--- src/rtl/instruction_fetch_unit.sv ---
// Instruction fetch unit: owns the fetch PC, fills a small prefetch queue from a
// combinational word memory, and handles redirects. Optional macro: FETCH_PERF_EN (bubbleCount).
module instruction_fetch_unit #(
  parameter logic [31:0] RESET_PC    = 32'h0000_0000,
  parameter int          MEM_BYTES   = 512,
  parameter int          QUEUE_DEPTH = 2
) (
  input  logic        clock,
  input  logic        resetN,
  output logic [31:0] instructionAddress,
  input  logic [31:0] instructionIn,
  input  logic        redirectValid,
  input  logic [31:0] redirectTarget,
  input  logic        decodeReady,
  output logic        instructionValid,
  output logic [31:0] instructionOut,
  output logic [31:0] instructionPc,
  output logic        fetchFault
`ifdef FETCH_PERF_EN
  ,
  output logic [31:0] bubbleCount
`endif
);

  localparam int              PW        = $clog2(QUEUE_DEPTH);
  localparam int              CW        = PW + 1;
  localparam logic [31:0]     LAST_WORD = 32'(MEM_BYTES - 4);
  localparam logic [CW-1:0]   DEPTH_C   = CW'(QUEUE_DEPTH);
  localparam logic [CW-1:0]   CNT_ONE   = CW'(1);
  localparam logic [PW-1:0]   PTR_ONE   = PW'(1);

  typedef struct packed {
    logic [31:0] pc;
    logic [31:0] word;
  } entry_t;

  // The range check alone catches run-off before fetchPc + 4 can wrap to 0.
  function automatic logic legal(input logic [31:0] a);
    return (a[1:0] == 2'b00) && (a <= LAST_WORD);
  endfunction

  entry_t        queue_q [QUEUE_DEPTH];
  entry_t        queue_d [QUEUE_DEPTH];
  logic [PW-1:0] head_q, head_d;
  logic [PW-1:0] tail_q, tail_d;
  logic [CW-1:0] count_q, count_d;
  logic [31:0]   fetch_pc_q, fetch_pc_d;
  logic          fault_q, fault_d;
  logic          pop_s, push_s, space_s;

  assign instructionAddress = fetch_pc_q;
  assign instructionValid   = (count_q != {CW{1'b0}});
  assign instructionOut     = queue_q[head_q].word;
  assign instructionPc      = queue_q[head_q].pc;
  assign fetchFault         = fault_q;

  // Handshake, queue bookkeeping, PC advance and fault tracking.
  always_comb begin
    queue_d    = queue_q;
    head_d     = head_q;
    tail_d     = tail_q;
    count_d    = count_q;
    fetch_pc_d = fetch_pc_q;
    fault_d    = fault_q;
    pop_s      = instructionValid && decodeReady;
    space_s    = (count_q < DEPTH_C) || pop_s;
    push_s     = !redirectValid && !fault_q && legal(fetch_pc_q) && space_s;

    if (redirectValid) begin
      // Redirect wins over any same-cycle pop; the queue is simply flushed.
      head_d     = {PW{1'b0}};
      tail_d     = {PW{1'b0}};
      count_d    = {CW{1'b0}};
      fetch_pc_d = redirectTarget;
      fault_d    = !legal(redirectTarget);
    end else begin
      if (push_s) begin
        queue_d[tail_q] = '{pc: fetch_pc_q, word: instructionIn};
        tail_d          = tail_q + PTR_ONE;
        fetch_pc_d      = fetch_pc_q + 32'd4;
      end else if (!fault_q && space_s) begin
        fault_d = 1'b1;
      end else begin
        fault_d = fault_q;
      end

      if (pop_s) begin
        head_d = head_q + PTR_ONE;
      end else begin
        head_d = head_q;
      end

      case ({push_s, pop_s})
        2'b10:   count_d = count_q + CNT_ONE;
        2'b01:   count_d = count_q - CNT_ONE;
        default: count_d = count_q;
      endcase
    end
  end

  // State registers; reset also zeroes queue storage so the head outputs read 0.
  always_ff @(posedge clock or negedge resetN) begin
    if (!resetN) begin
      for (int i = 0; i < QUEUE_DEPTH; i++) begin
        queue_q[i] <= entry_t'(64'h0);
      end
      head_q     <= {PW{1'b0}};
      tail_q     <= {PW{1'b0}};
      count_q    <= {CW{1'b0}};
      fetch_pc_q <= RESET_PC;
      fault_q    <= 1'b0;
    end else begin
      queue_q    <= queue_d;
      head_q     <= head_d;
      tail_q     <= tail_d;
      count_q    <= count_d;
      fetch_pc_q <= fetch_pc_d;
      fault_q    <= fault_d;
    end
  end

`ifdef FETCH_PERF_EN
  logic [31:0] bubble_q, bubble_d;

  assign bubbleCount = bubble_q;

  // Saturating count of cycles with nothing presented to decode.
  always_comb begin
    bubble_d = bubble_q;
    if (!instructionValid && (bubble_q != 32'hFFFF_FFFF)) begin
      bubble_d = bubble_q + 32'd1;
    end else begin
      bubble_d = bubble_q;
    end
  end

  // Bubble counter register; redirects do not clear it.
  always_ff @(posedge clock or negedge resetN) begin
    if (!resetN) begin
      bubble_q <= 32'h0000_0000;
    end else begin
      bubble_q <= bubble_d;
    end
  end
`endif

endmodule

--- config.mk ---
export PLATFORM = sky130hd
export DESIGN_NAME = instruction_fetch_unit
export DESIGN_NICKNAME = d
export VERILOG_FILES = /design/src/rtl/instruction_fetch_unit.sv
export SDC_FILE = /design/constraint.sdc
export NUM_CORES = 1
export LEC_CHECK = 0
export ABC_AREA = 1
export CORE_UTILIZATION = 50
export CTS_CLUSTER_SIZE = 12
export DETAILED_ROUTE_END_ITERATION = 10
export GPL_TIMING_DRIVEN = 0
export HOLD_SLACK_MARGIN = 0.1
export PLACE_DENSITY_LB_ADDON = 0.05
export SLEW_MARGIN = 20
export SYNTH_ARGS = -nofsm -noshare
export SYNTH_HDL_FRONTEND = slang
export SYNTH_SLANG_ARGS = --single-unit
--- constraint.sdc ---
create_clock -name clock -period 3.4 [get_ports clock]
set_clock_uncertainty 0.15 [all_clocks]
set_input_delay 0.68 -clock clock [delete_from_list [all_inputs] [get_ports clock]]
set_output_delay 0.68 -clock clock [all_outputs]
set_load 0.05 [all_outputs]
== Word level (Yosys, flattened, before mapping) ==
Index checks and enable logic that the tools add are counted.

* Register bits after elaboration: 165
* Bits of input ports: 68
* Output and inout port bits: 98

* Add/sub/neg operators: 5
* Magnitude comparators: 6
* Equal/unequal tests: 3
* Muxes and demuxes: 17
* Bitwise gates (word level): 3
* Reductions and logical operators: 21

{| class="wikitable"
|+ Operators with widths
! kind !! count
|-
| 2-to-1 mux 64 bit || 4
|-
| bitwise mux 128 bit || 1
|-
| demux 64 bit (select 1 bit) || 1
|-
| <= comparator 32 x 9 -> 1 bit, second input constant || 2
|-
| 2-to-1 mux 32 bit || 2
|-
| adder 32 x 3 -> 32 bit, second input constant || 1
|-
| logical AND 1 bit || 8
|-
| nonzero test 2 bit || 4
|-
| 2-to-1 mux 1 bit || 7
|-
| >= comparator 2 bit, second input constant || 2
|-
| zero test 2 bit || 2
|-
| NOT 1 -> 2 bit || 2
|-
| one-hot mux 2 bit (2 select lines) || 1
|-
| AND reduction 2 bit || 2
|-
| zero test 1 bit || 3
|-
| nonzero test 3 bit || 1
|-
| adder 1 bit, second input constant || 2
|-
| adder 2 x 1 -> 2 bit, second input constant || 1
|-
| == test 2 x 1 -> 1 bit, second input constant || 1
|-
| == test 2 bit, second input constant || 1
|-
| < comparator 2 x 1 -> 1 bit, second input constant || 1
|-
| < comparator 2 bit, second input constant || 1
|-
| 2-to-1 mux 2 bit || 1
|-
| != test 2 bit, second input constant || 1
|-
| 3 further kinds || 3
|}

== Logic depth before layout (Yosys ltp) ==
Gate-level depths: netlist (run 1).

* Depth in word-level cells: 7
* Mapped depth: 11

== Worst setup path after synthesis (run 1) ==
No wires, ideal clock.

* Path type: reg2out
* From: register head_q
* To: output port instructionPc[3]
* Arrival time: 1885 ps
* Required time: 2570 ps
* Path slack: 685 ps
* Cell stages (with the launch flop): 4
* Path buffers: 2
* Path through: dfrtp_1 clkbuf_1 clkbuf_1 o21ai_0

* Cells in the longest elaborated chain, start to end: 4

{| class="wikitable"
|+ RTL lines
! element !! line !! source
|-
| start: declaration || 44 || <nowiki>logic [PW-1:0] head_q, head_d;</nowiki>
|-
| start signal: assignment || 107 || <nowiki>head_q <= {PW{1'b0}};</nowiki>
|-
| NOT 1 -> 2 bit (implied by the code) || 54 || <nowiki>assign instructionPc = queue_q[head_q].pc;</nowiki>
|-
| 2-to-1 mux 64 bit (implied by the code) (3 in series) || 54 ||
|-
| end: declaration || 17 || <nowiki>output logic [31:0] instructionPc,</nowiki>
|}

Every way passes these cells. The select of a mux whose other input is x is not followed.

== Worst setup path after layout (run 1) ==
* From: register head_q
* To: output port instructionPc[31]

The elaborated chain is that of the path after synthesis.

==> impl_metrics.env, run 1 <==
export IMPL_status="completed"
export IMPL_cpMaxStageDelayCell="clkdlybuf4s50_1"
export IMPL_cp_max_fo=10
export IMPL_clk_pin_slew_ps=60
export IMPL_vias_per_cell=4.89
export IMPL_clock_sinks=165
export IMPL_io_pins=166
export IMPL_row_count=43
export IMPL_place_area_um2=9090
export IMPL_yosys_warnings=0
export IMPL_synthTopCellsByArea="dfrtp_1 58%, nand2_1 19%, inv_1 6.5%, o21ai_0 6.0%, buf_2 1.0%"
export IMPL_r2r_end="queue_q[27]"
export IMPL_min_period_over_period=0.956
export IMPL_crit_path_cell_trace="clkbuf_2 -> clkbuf_2 -> nand2_1 -> nand2_1 -> clkdlybuf4s50_1"
export IMPL_cts_buffer_depth=2
export IMPL_synth_top_area_share=0.577
export IMPL_fin_tns_setup_ps=0
export IMPL_power_density_nw_per_um2=479
export IMPL_synth_top_family_by_area="simple AND/OR/NAND/NOR gates"
export IMPL_synth_cell_types=32
export IMPL_synth_xor_area_share=0.00612
export IMPL_relSlewSlack=0.625
export IMPL_cap_violations=0
export IMPL_critPathLaunchType="register"
export IMPL_rr_startpoint="instructionAddress[9]"
export IMPL_avgSynthCellArea_um2=8.22
export IMPL_grt_pass1_vias=5914
export IMPL_grt_pass1_wl_mm=28.6
export IMPL_min_from="queue_q[114]"
export IMPL_grt_usage=0.251
export IMPL_die_w_um=122
export IMPL_finalSetupViolations=0
export IMPL_rr_worst_depth=11
export IMPL_route_vias_total=6116
export IMPL_tightestPinTransition_ps=562
export IMPL_hold_viol=0
export IMPL_tritoncts="yes"
export IMPL_critPathKind="reg -> out"
export IMPL_dp_cells=1218
export IMPL_fin_area_um2=9620
export IMPL_rsz0062_at_grt="no"
export IMPL_dieHeight_um=122
export IMPL_hold_class="reg -> reg"
export IMPL_power_mw=4.60
export IMPL_drt_initial_drc_count=410
export IMPL_place_ws_ps=89.0
export IMPL_synth_mux_area_fraction=0
export IMPL_yosysSeqAreaShare=0.577
export IMPL_design_die_area_um2=14800
export IMPL_path_buf_inv=3
export IMPL_coreArea_um2=13900
export IMPL_required_ps=2570
export IMPL_setup_ws_ps=149
export IMPL_gp_congestion=0.808
export IMPL_diodes=0
export IMPL_final_cells=1251
export IMPL_area_growth_pct=34.4
export IMPL_antenna_found_initial=0
export IMPL_synth_compound_area_share=0.0909
export IMPL_yosysTopAreaCell="dfrtp_1"
export IMPL_postSynth_asyncResetShare=1.00
export IMPL_fmax_mhz=308
export IMPL_root_buffer="clkbuf_16"
export IMPL_ir_worst_vdd_v=0.000312
export IMPL_cp_arrival_ps=2420
export IMPL_wl_mm=17.3
export IMPL_ys_ff_latch=165
export IMPL_drv_slew=0
export IMPL_drc=0
export IMPL_drive_above_1_share=0.0700
export IMPL_holdPathStages=2
export IMPL_r2r_slack_ps=1330
export IMPL_fin_crit_ps=3250
export IMPL_synth_flop_cell="dfrtp_1"
export IMPL_clock_latency_ps=420
export IMPL_syn_nets=940
export IMPL_hold_end="queue_q[114]"
export IMPL_power_leakage_nw=5.22
export IMPL_numCtsBuffers=17
export IMPL_endpoint_kind="output pin"
export IMPL_post_drt_wl_per_cell_um=13.8
export IMPL_start_util=0.514
export IMPL_io_buffer_count=165
export IMPL_max_stage_delay_ps=790
export IMPL_ant_nets=0
export IMPL_gr_total_overflow=0
export IMPL_synthesis_area_um2=7160
export IMPL_place_detailed_hpwl_mm=12.0
export IMPL_postSynthCellCount=871
export IMPL_yosys_area_share_simple=0.229
export IMPL_htreeDepth=4
export IMPL_grt_max_degree=97
export IMPL_synth_adder_area_share=0.00175
export IMPL_fin_nets=1127
export IMPL_synth_edf_count=0
export IMPL_drt_first_pass_iters=4
export IMPL_cp_top_family="buffers and inverters"
==> synth_stat cells (2+ instances only) <==
library cell and number:
nand2_4 2, nor3_1 2, nand4_1 6, buf_4 2, buf_6 4, nand3_1 7
o21ai_2 4, clkbuf_1 17, o21ai_0 86, nand2_1 369, dfrtp_1 165, buf_2 15
nor2_1 20, xor2_1 4, nor4_1 3, o21ai_1 11, o211ai_1 8, o22ai_1 4
a21oi_1 4, inv_2 3, inv_1 124
==> how the worst max path moves through the flow <==
stage,startpoint,to,slack [ps],cells after the start
6_report,head_q,instructionPc[31],150,5
5_1_grt,head_q,instructionOut[11],1,5
4_1_cts,head_q,instructionPc[7],2,4
3_5_place_dp,head_q,instructionPc[8],90,5
3_3_place_gp,resetN,queue_q[114],-5290,1
2_1_floorplan,head_q,instructionPc[3],690,3
==> cell usage in the layout, fill, tap and decap left out, types with 3 or more instances in the layout <==
| cell | synthesis | final |
|---|---|---|
| a21oi_1 | 4 | 4 |
| buf_2 | 15 | 15 |
| buf_6 | 4 | 4 |
| clkbuf_1 | 17 | 14 |
| clkbuf_16 | 0 | 17 |
| clkbuf_2 | 1 | 6 |
| clkdlybuf4s50_1 | 0 | 107 |
| clkinv_2 | 0 | 6 |
| dfrtp_1 | 165 | 165 |
| dlygate4sd2_1 | 0 | 48 |
| dlymetal6s2s_1 | 0 | 8 |
| inv_1 | 124 | 124 |
| inv_2 | 3 | 3 |
| nand2_1 | 369 | 369 |
| nand3_1 | 7 | 7 |
| nand4_1 | 6 | 6 |
| nor2_1 | 20 | 20 |
| nor4_1 | 3 | 3 |
| o211ai_1 | 8 | 8 |
| o21ai_0 | 86 | 86 |
| o21ai_1 | 11 | 11 |
| o21ai_2 | 4 | 4 |
| o22ai_1 | 4 | 4 |
| xor2_1 | 4 | 4 |
==> logic make-up after synthesis <==
logic type	Yosys count
AO/OA/AOI/OAI	119
buffers and inverters	167
AND/OR/NAND/NOR	414
XOR/XNOR	5
adder cells (fa/ha/maj)	1
flip-flops	165
==> area by class of cell <==
type,count,area (µm²)
well taps,180,225
clock inverters,12,105
inverters,128,480
clock buffers,20,447
flip-flops and latches,165,4130
plain buffers,39,210
repair buffers,168,1680
fillers,1211,4310
multi-input cells,539,2340
==> tightest hold or removal path: stages (launching register included) <==
cell and delay (ps):
dfrtp_1 340, nand2_1 50, inv_1 40
==> power by group <==
group	internal [mW]	switching (mW)	total, mW
sequential	2.00	0.0377	2.04
clock	1.03	0.778	1.80
combinational	0.237	0.524	0.762
total	3.27	1.34	4.60
==> stage by stage <==
step	hold WS, ps	utilization
after floorplan	234	-
after global placement	298	0.648
after detailed placement	302	0.653
after CTS	318	0.689
after global routing	326	0.690
final	314	0.690
==> state kept, by name (all words and copies together) (netlist names) <==
signal and flops:
count_q 2, fetchFault 1, head_q 1, instructionAddress 32
queue_q 128, tail_q 1
==> per-layer routing <==
layer  vias to the layer above  global-route usage  routed length (µm)
met5                         -                   0                   0
met4                         0               0.113                 391
met3                        29              0.0496                 842
met2                       183               0.394                8170
met1                      2886               0.338                7890
li1                       3018                   -                   -
==> what timing repair did <==
item	CTS	global route
buffers inserted	0	0
pin swaps	0	0
hold endpoints to repair	10	0
endpoints found under the setup margin	64	14
resized for setup	52	13
hold buffers	1	0
Power figures use the tool's default switching activity.
==> run 2: changes to the inputs <==
CAP_MARGIN = 0   (was not set)
SLEW_MARGIN = not set   (was 20)
==> run 2 against run 1 <==
- sequential power about the same
- fmax rose by 0.55%
- combinational power about the same
- critical path depth is the same
- final area rose by 0.27%
- clock power increased by 11%
- critical path type unchanged
- critical endpoint is now instructionPc[21]
- largest cell class unchanged
==> impl_metrics.env, run 2 (synthesized netlist as in run 1, its figures left out) <==
export IMPL_place_detailed_hpwl_mm=11.9
export IMPL_drt_first_pass_iters=5
export IMPL_r2r_end="queue_q[27]"
export IMPL_post_drt_wl_per_cell_um=14.0
export IMPL_relSlewSlack=0.605
export IMPL_route_vias_total=6094
export IMPL_io_pins=166
export IMPL_power_leakage_nw=5.25
export IMPL_dieHeight_um=122
export IMPL_place_area_um2=9070
export IMPL_min_from="queue_q[114]"
export IMPL_clock_latency_ps=430
export IMPL_min_period_over_period=0.951
export IMPL_vias_per_cell=4.88
export IMPL_hold_end="queue_q[114]"
export IMPL_drt_initial_drc_count=357
export IMPL_dp_cells=1217
export IMPL_hold_viol=0
export IMPL_fin_area_um2=9650
export IMPL_final_common_cell="nand2_1"
export IMPL_critPathKind="reg -> out"
export IMPL_largest_reg_flops=128
export IMPL_final_cells=1250
export IMPL_io_buffer_count=165
export IMPL_row_count=43
export IMPL_layout_common_cells="369 x nand2_1, 165 x dfrtp_1, 124 x inv_1"
export IMPL_rr_worst_depth=11
export IMPL_fmax_mhz=309
export IMPL_tightestPinTransition_ps=592
export IMPL_gr_total_overflow=0
export IMPL_diodes=0
export IMPL_status="completed"
export IMPL_r2r_slack_ps=1300
export IMPL_cts_buffer_depth=2
export IMPL_drc=0
export IMPL_cap_violations=0
export IMPL_regMostFlops="queue_q"
export IMPL_required_ps=2570
export IMPL_fin_nets=1126
export IMPL_area_growth_pct=34.8
export IMPL_antenna_found_initial=0
export IMPL_grt_max_degree=119
export IMPL_clk_pin_slew_ps=60
export IMPL_endpoint_kind="output pin"
export IMPL_drv_slew=0
export IMPL_cp_max_fo=10
export IMPL_ant_nets=0
export IMPL_tritoncts="yes"
export IMPL_fin_crit_ps=3230
export IMPL_start_util=0.514
export IMPL_rsz0062_at_grt="yes"
export IMPL_coreArea_um2=13900
export IMPL_grt_pass1_vias=5838
export IMPL_numCtsBuffers=17
export IMPL_root_buffer="clkbuf_16"
export IMPL_die_w_um=122
export IMPL_hold_class="reg -> reg"
export IMPL_wl_mm=17.5
export IMPL_rr_startpoint="instructionAddress[9]"
export IMPL_holdPathStages=2
export IMPL_htreeDepth=4
export IMPL_finalSetupViolations=0
export IMPL_design_die_area_um2=14800
export IMPL_cp_arrival_ps=2400
export IMPL_gp_congestion=0.808
export IMPL_drive_above_1_share=0.0710
export IMPL_fin_tns_setup_ps=0
export IMPL_clock_sinks=165
export IMPL_power_density_nw_per_um2=497
export IMPL_critPathLaunchType="register"
export IMPL_grt_usage=0.252
export IMPL_grt_pass1_wl_mm=28.8
export IMPL_ir_worst_vdd_v=0.000347
export IMPL_final_fill_count=1176
run 2: changes by cell type in the layout (fill, tap and decap cells not counted), sizes merged:
cell / before / now
bufinv: 1 / 3
clkinv: 9 / 7
clkdlybuf4s50: 107 / 101
clkinvlp: 1 / 3
clkbuf: 38 / 36
clkdlybuf4s15: 1 / 0
dlygate4sd2: 48 / 55
buf: 24 / 23
run 2: worst max path at each step:
stage / startpoint / to / slack, ps
2_1_floorplan: head_q / instructionPc[3] / 690
3_3_place_gp: resetN / queue_q[114] / -5290
3_5_place_dp: head_q / instructionPc[8] / 60
4_1_cts: head_q / instructionPc[7] / 20
5_1_grt: head_q / instructionOut[17] / -7
6_report: head_q / instructionPc[21] / 170
run 2: power breakdown:
part / switching (mW) / internal, mW
registers: 0.0385 / 2.00
clock network: 0.818 / 1.18
logic: 0.526 / 0.234
total: 1.38 / 3.41
run 2: metrics by stage:
stage | total power, mW | hold WS, ps | util | worst slack, ps
after floorplan | 2.51 | 234 | - | 685
after global placement | 2.86 | 298 | 0.648 | -5290
after detailed placement | 2.87 | 302 | 0.651 | 60.0
after CTS | 4.82 | 320 | 0.691 | 16.5
after global routing | 4.95 | 327 | 0.692 | -7.29
final | 4.80 | 314 | 0.692 | 166
run 2: per-layer routing:
metal / up-vias / global-route usage / routed length, µm
met5: - / 0 / 0
met4: 0 / 0.107 / 415
met3: 38 / 0.0534 / 928
met2: 167 / 0.393 / 8200
met1: 2865 / 0.342 / 7950
li1: 3024 / - / -
run 2: critical path: stages, from the launching register on:
cell,delay [ps]
dfrtp_1,440
clkbuf_2,310
clkbuf_2,290
nand2_1,70
nand2_1,70
clkdlybuf4s50_1,790
run 2: area by class of cell:
| type | count | area [µm²] | area share |
|---|---|---|---|
| clock buffers | 18 | 439 | 0.0455 |
| flip-flops and latches | 165 | 4130 | 0.428 |
| inverters | 128 | 480 | 0.0498 |
| repair buffers | 167 | 1650 | 0.171 |
| clock inverters | 14 | 175 | 0.0182 |
| multi-input cells | 539 | 2340 | 0.243 |
| plain buffers | 39 | 210 | 0.0218 |
| well taps | 180 | 225 | 0.0233 |
run 2: repair_timing:
action / 4_1_cts / 5_1_grt
setup endpoints to repair: 64 / 10
resized for setup: 58 / 12
hold buffers: 1 / 0
setup buffers: 0 / 0
endpoints found under the hold margin: 47 / 0
==> run 3: changes to the inputs <==
CORE_MARGIN = 8   (was not set)
REMOVE_ABC_BUFFERS = 1   (was not set)
==> run 3 against run 2 <==
- global-route usage fell by 5.1 points
- combinational power rose by 2%
- final cell count fell by 2.9%
- sequential share of layout area rose by 0.29 points
- non-clock buffer count fell by 37
- first-iteration DRC count rose by 13%
- die area rose by 24%
- worst hold slack got worse by 1.4 ps
- clock power barely moved
- fmax fell by 2.9%
==> impl_metrics.env, run 3 (synthesized netlist as in run 1, its figures left out) <==
export IMPL_drt_initial_drc_count=404
export IMPL_fin_nets=1091
export IMPL_rr_worst_depth=10
export IMPL_place_area_um2=8890
export IMPL_place_detailed_hpwl_mm=11.1
export IMPL_clock_sinks=165
export IMPL_layout_common_cells="369 x nand2_1, 164 x dfrtp_1, 137 x clkdlybuf4s50_1"
export IMPL_io_pins=166
export IMPL_vias_per_cell=4.84
export IMPL_rsz0062_at_grt="no"
export IMPL_min_period_over_period=0.980
export IMPL_status="completed"
export IMPL_clk_pin_slew_ps=60
export IMPL_tritoncts="yes"
export IMPL_fmax_mhz=300
export IMPL_hold_class="reg -> reg"
export IMPL_final_fill_count=1192
export IMPL_place_ws_ps=-1100
export IMPL_coreArea_um2=13900
export IMPL_drc=0
export IMPL_post_drt_wl_per_cell_um=14.8
export IMPL_row_count=43
export IMPL_cp_max_fo=84
export IMPL_wl_mm=17.9
export IMPL_area_growth_pct=34.0
export IMPL_drive_above_1_share=0.0513
export IMPL_start_util=0.514
export IMPL_multiInputGateArea_um2=2360
export IMPL_required_ps=2570
export IMPL_critPathKind="reg -> out"
export IMPL_fin_area_um2=9590
export IMPL_drt_first_pass_iters=5
export IMPL_antenna_found_initial=0
export IMPL_min_from="queue_q[57]"
export IMPL_die_w_um=136
export IMPL_tightestPinTransition_ps=1060
export IMPL_cts_buffer_depth=2
export IMPL_hold_end="queue_q[57]"
export IMPL_numCtsBuffers=17
export IMPL_route_vias_total=5877
export IMPL_gr_total_overflow=0
export IMPL_rr_startpoint="instructionAddress[10]"
export IMPL_htreeDepth=4
export IMPL_fin_tns_setup_ps=0
export IMPL_r2r_slack_ps=770
export IMPL_design_die_area_um2=18400
export IMPL_grt_pass1_wl_mm=29.4
export IMPL_r2r_end="queue_q[110]"
export IMPL_ant_nets=0
export IMPL_switching_share=0.277
export IMPL_finalSetupViolations=0
export IMPL_cp_arrival_ps=2500
export IMPL_p_seq_frac=0.425
export IMPL_diodes=0
export IMPL_drv_slew=0
export IMPL_root_buffer="clkbuf_16"
export IMPL_power_switching_mw=1.33
export IMPL_hold_viol=0
export IMPL_cap_violations=0
export IMPL_relSlewSlack=0.290
export IMPL_dieHeight_um=136
export IMPL_power_leakage_nw=5.38
export IMPL_holdPathStages=2
export IMPL_power_density_nw_per_um2=502
export IMPL_grt_usage=0.201
export IMPL_io_buffer_count=165
export IMPL_seqCellArea_um2=4130
export IMPL_clock_latency_ps=430
export IMPL_final_common_cell="nand2_1"
export IMPL_p_int_mw=3.48
export IMPL_setup_ws_ps=69.3
export IMPL_critPathLaunchType="register"
export IMPL_grt_pass1_vias=5843
export IMPL_grt_max_degree=97
export IMPL_regMostFlops="queue_q"
export IMPL_combinationalPowerShare=0.160
export IMPL_clkPwrFrac=0.415
export IMPL_ir_worst_vdd_v=0.000312
export IMPL_endpoint_kind="output pin"
export IMPL_largest_reg_flops=128
export IMPL_fin_crit_ps=3330
export IMPL_gp_congestion=0.763
-- run 3: how the worst max path moves through the flow --
| stage | from | to |
|---|---|---|
| floorplan | head_q | instructionPc[0] |
| global placement | resetN | queue_q[66] |
| detailed placement | redirectValid | queue_q[39] |
| CTS | head_q | instructionPc[31] |
| global route | head_q | instructionOut[24] |
| finish | head_q | instructionOut[24] |
-- run 3: stage by stage --
| stage | utilization | total power, mW | instances | hold slack [ps] |
|---|---|---|---|---|
| 6_report | 0.688 | 4.82 | 1214 | 313 |
| 5_1_grt | 0.688 | 4.99 | 1214 | 332 |
| 4_1_cts | 0.685 | 4.87 | 1214 | 318 |
| 3_5_place_dp | 0.638 | 2.86 | 1179 | 302 |
| 3_3_place_gp | 0.634 | 2.85 | 1177 | 298 |
| 2_1_floorplan | - | 2.49 | 832 | 234 |
-- run 3: power groups by stage --
stage / clock network, mW / registers (mW) / logic [mW]
floorplan: 0 / 2.21 / 0.287
global placement: 0 / 2.11 / 0.740
detailed placement: 0 / 2.08 / 0.778
CTS: 2.04 / 2.05 / 0.783
global route: 2.12 / 2.05 / 0.822
finish: 2.00 / 2.05 / 0.773
-- run 3: area by class of cell --
class | instances | share of cell area
Sequential cell | 165 | 0.431
Multi-Input combinational cell | 541 | 0.246
Timing Repair Buffer | 169 | 0.185
Inverter | 128 | 0.0509
Clock buffer | 18 | 0.0447
Tap cell | 180 | 0.0235
Clock inverter | 13 | 0.0189
-- run 3: what timing repair did --
item                       CTS  global route
cloned                       2             0
setup buffers                1             0
gates resized for setup      9            21
hold endpoints to repair    69             0
setup endpoints to repair  115            91
pin swaps                    2             0
hold buffers                 1             0
-- run 3: critical path, stage by stage (launching register included) --
cell and delay (ps):
dfrtp_4 610, buf_16 250, o21ai_0 300, clkdlybuf4s50_1 860
-- run 3: routing by layer --
metal,track usage,routed length (µm),vias to the layer above
met1,0.261,8130,2730
met4,0.0648,239,0
met3,0.0731,1530,21
met5,0,0,-
li1,-,-,2942
met2,0.307,8060,184
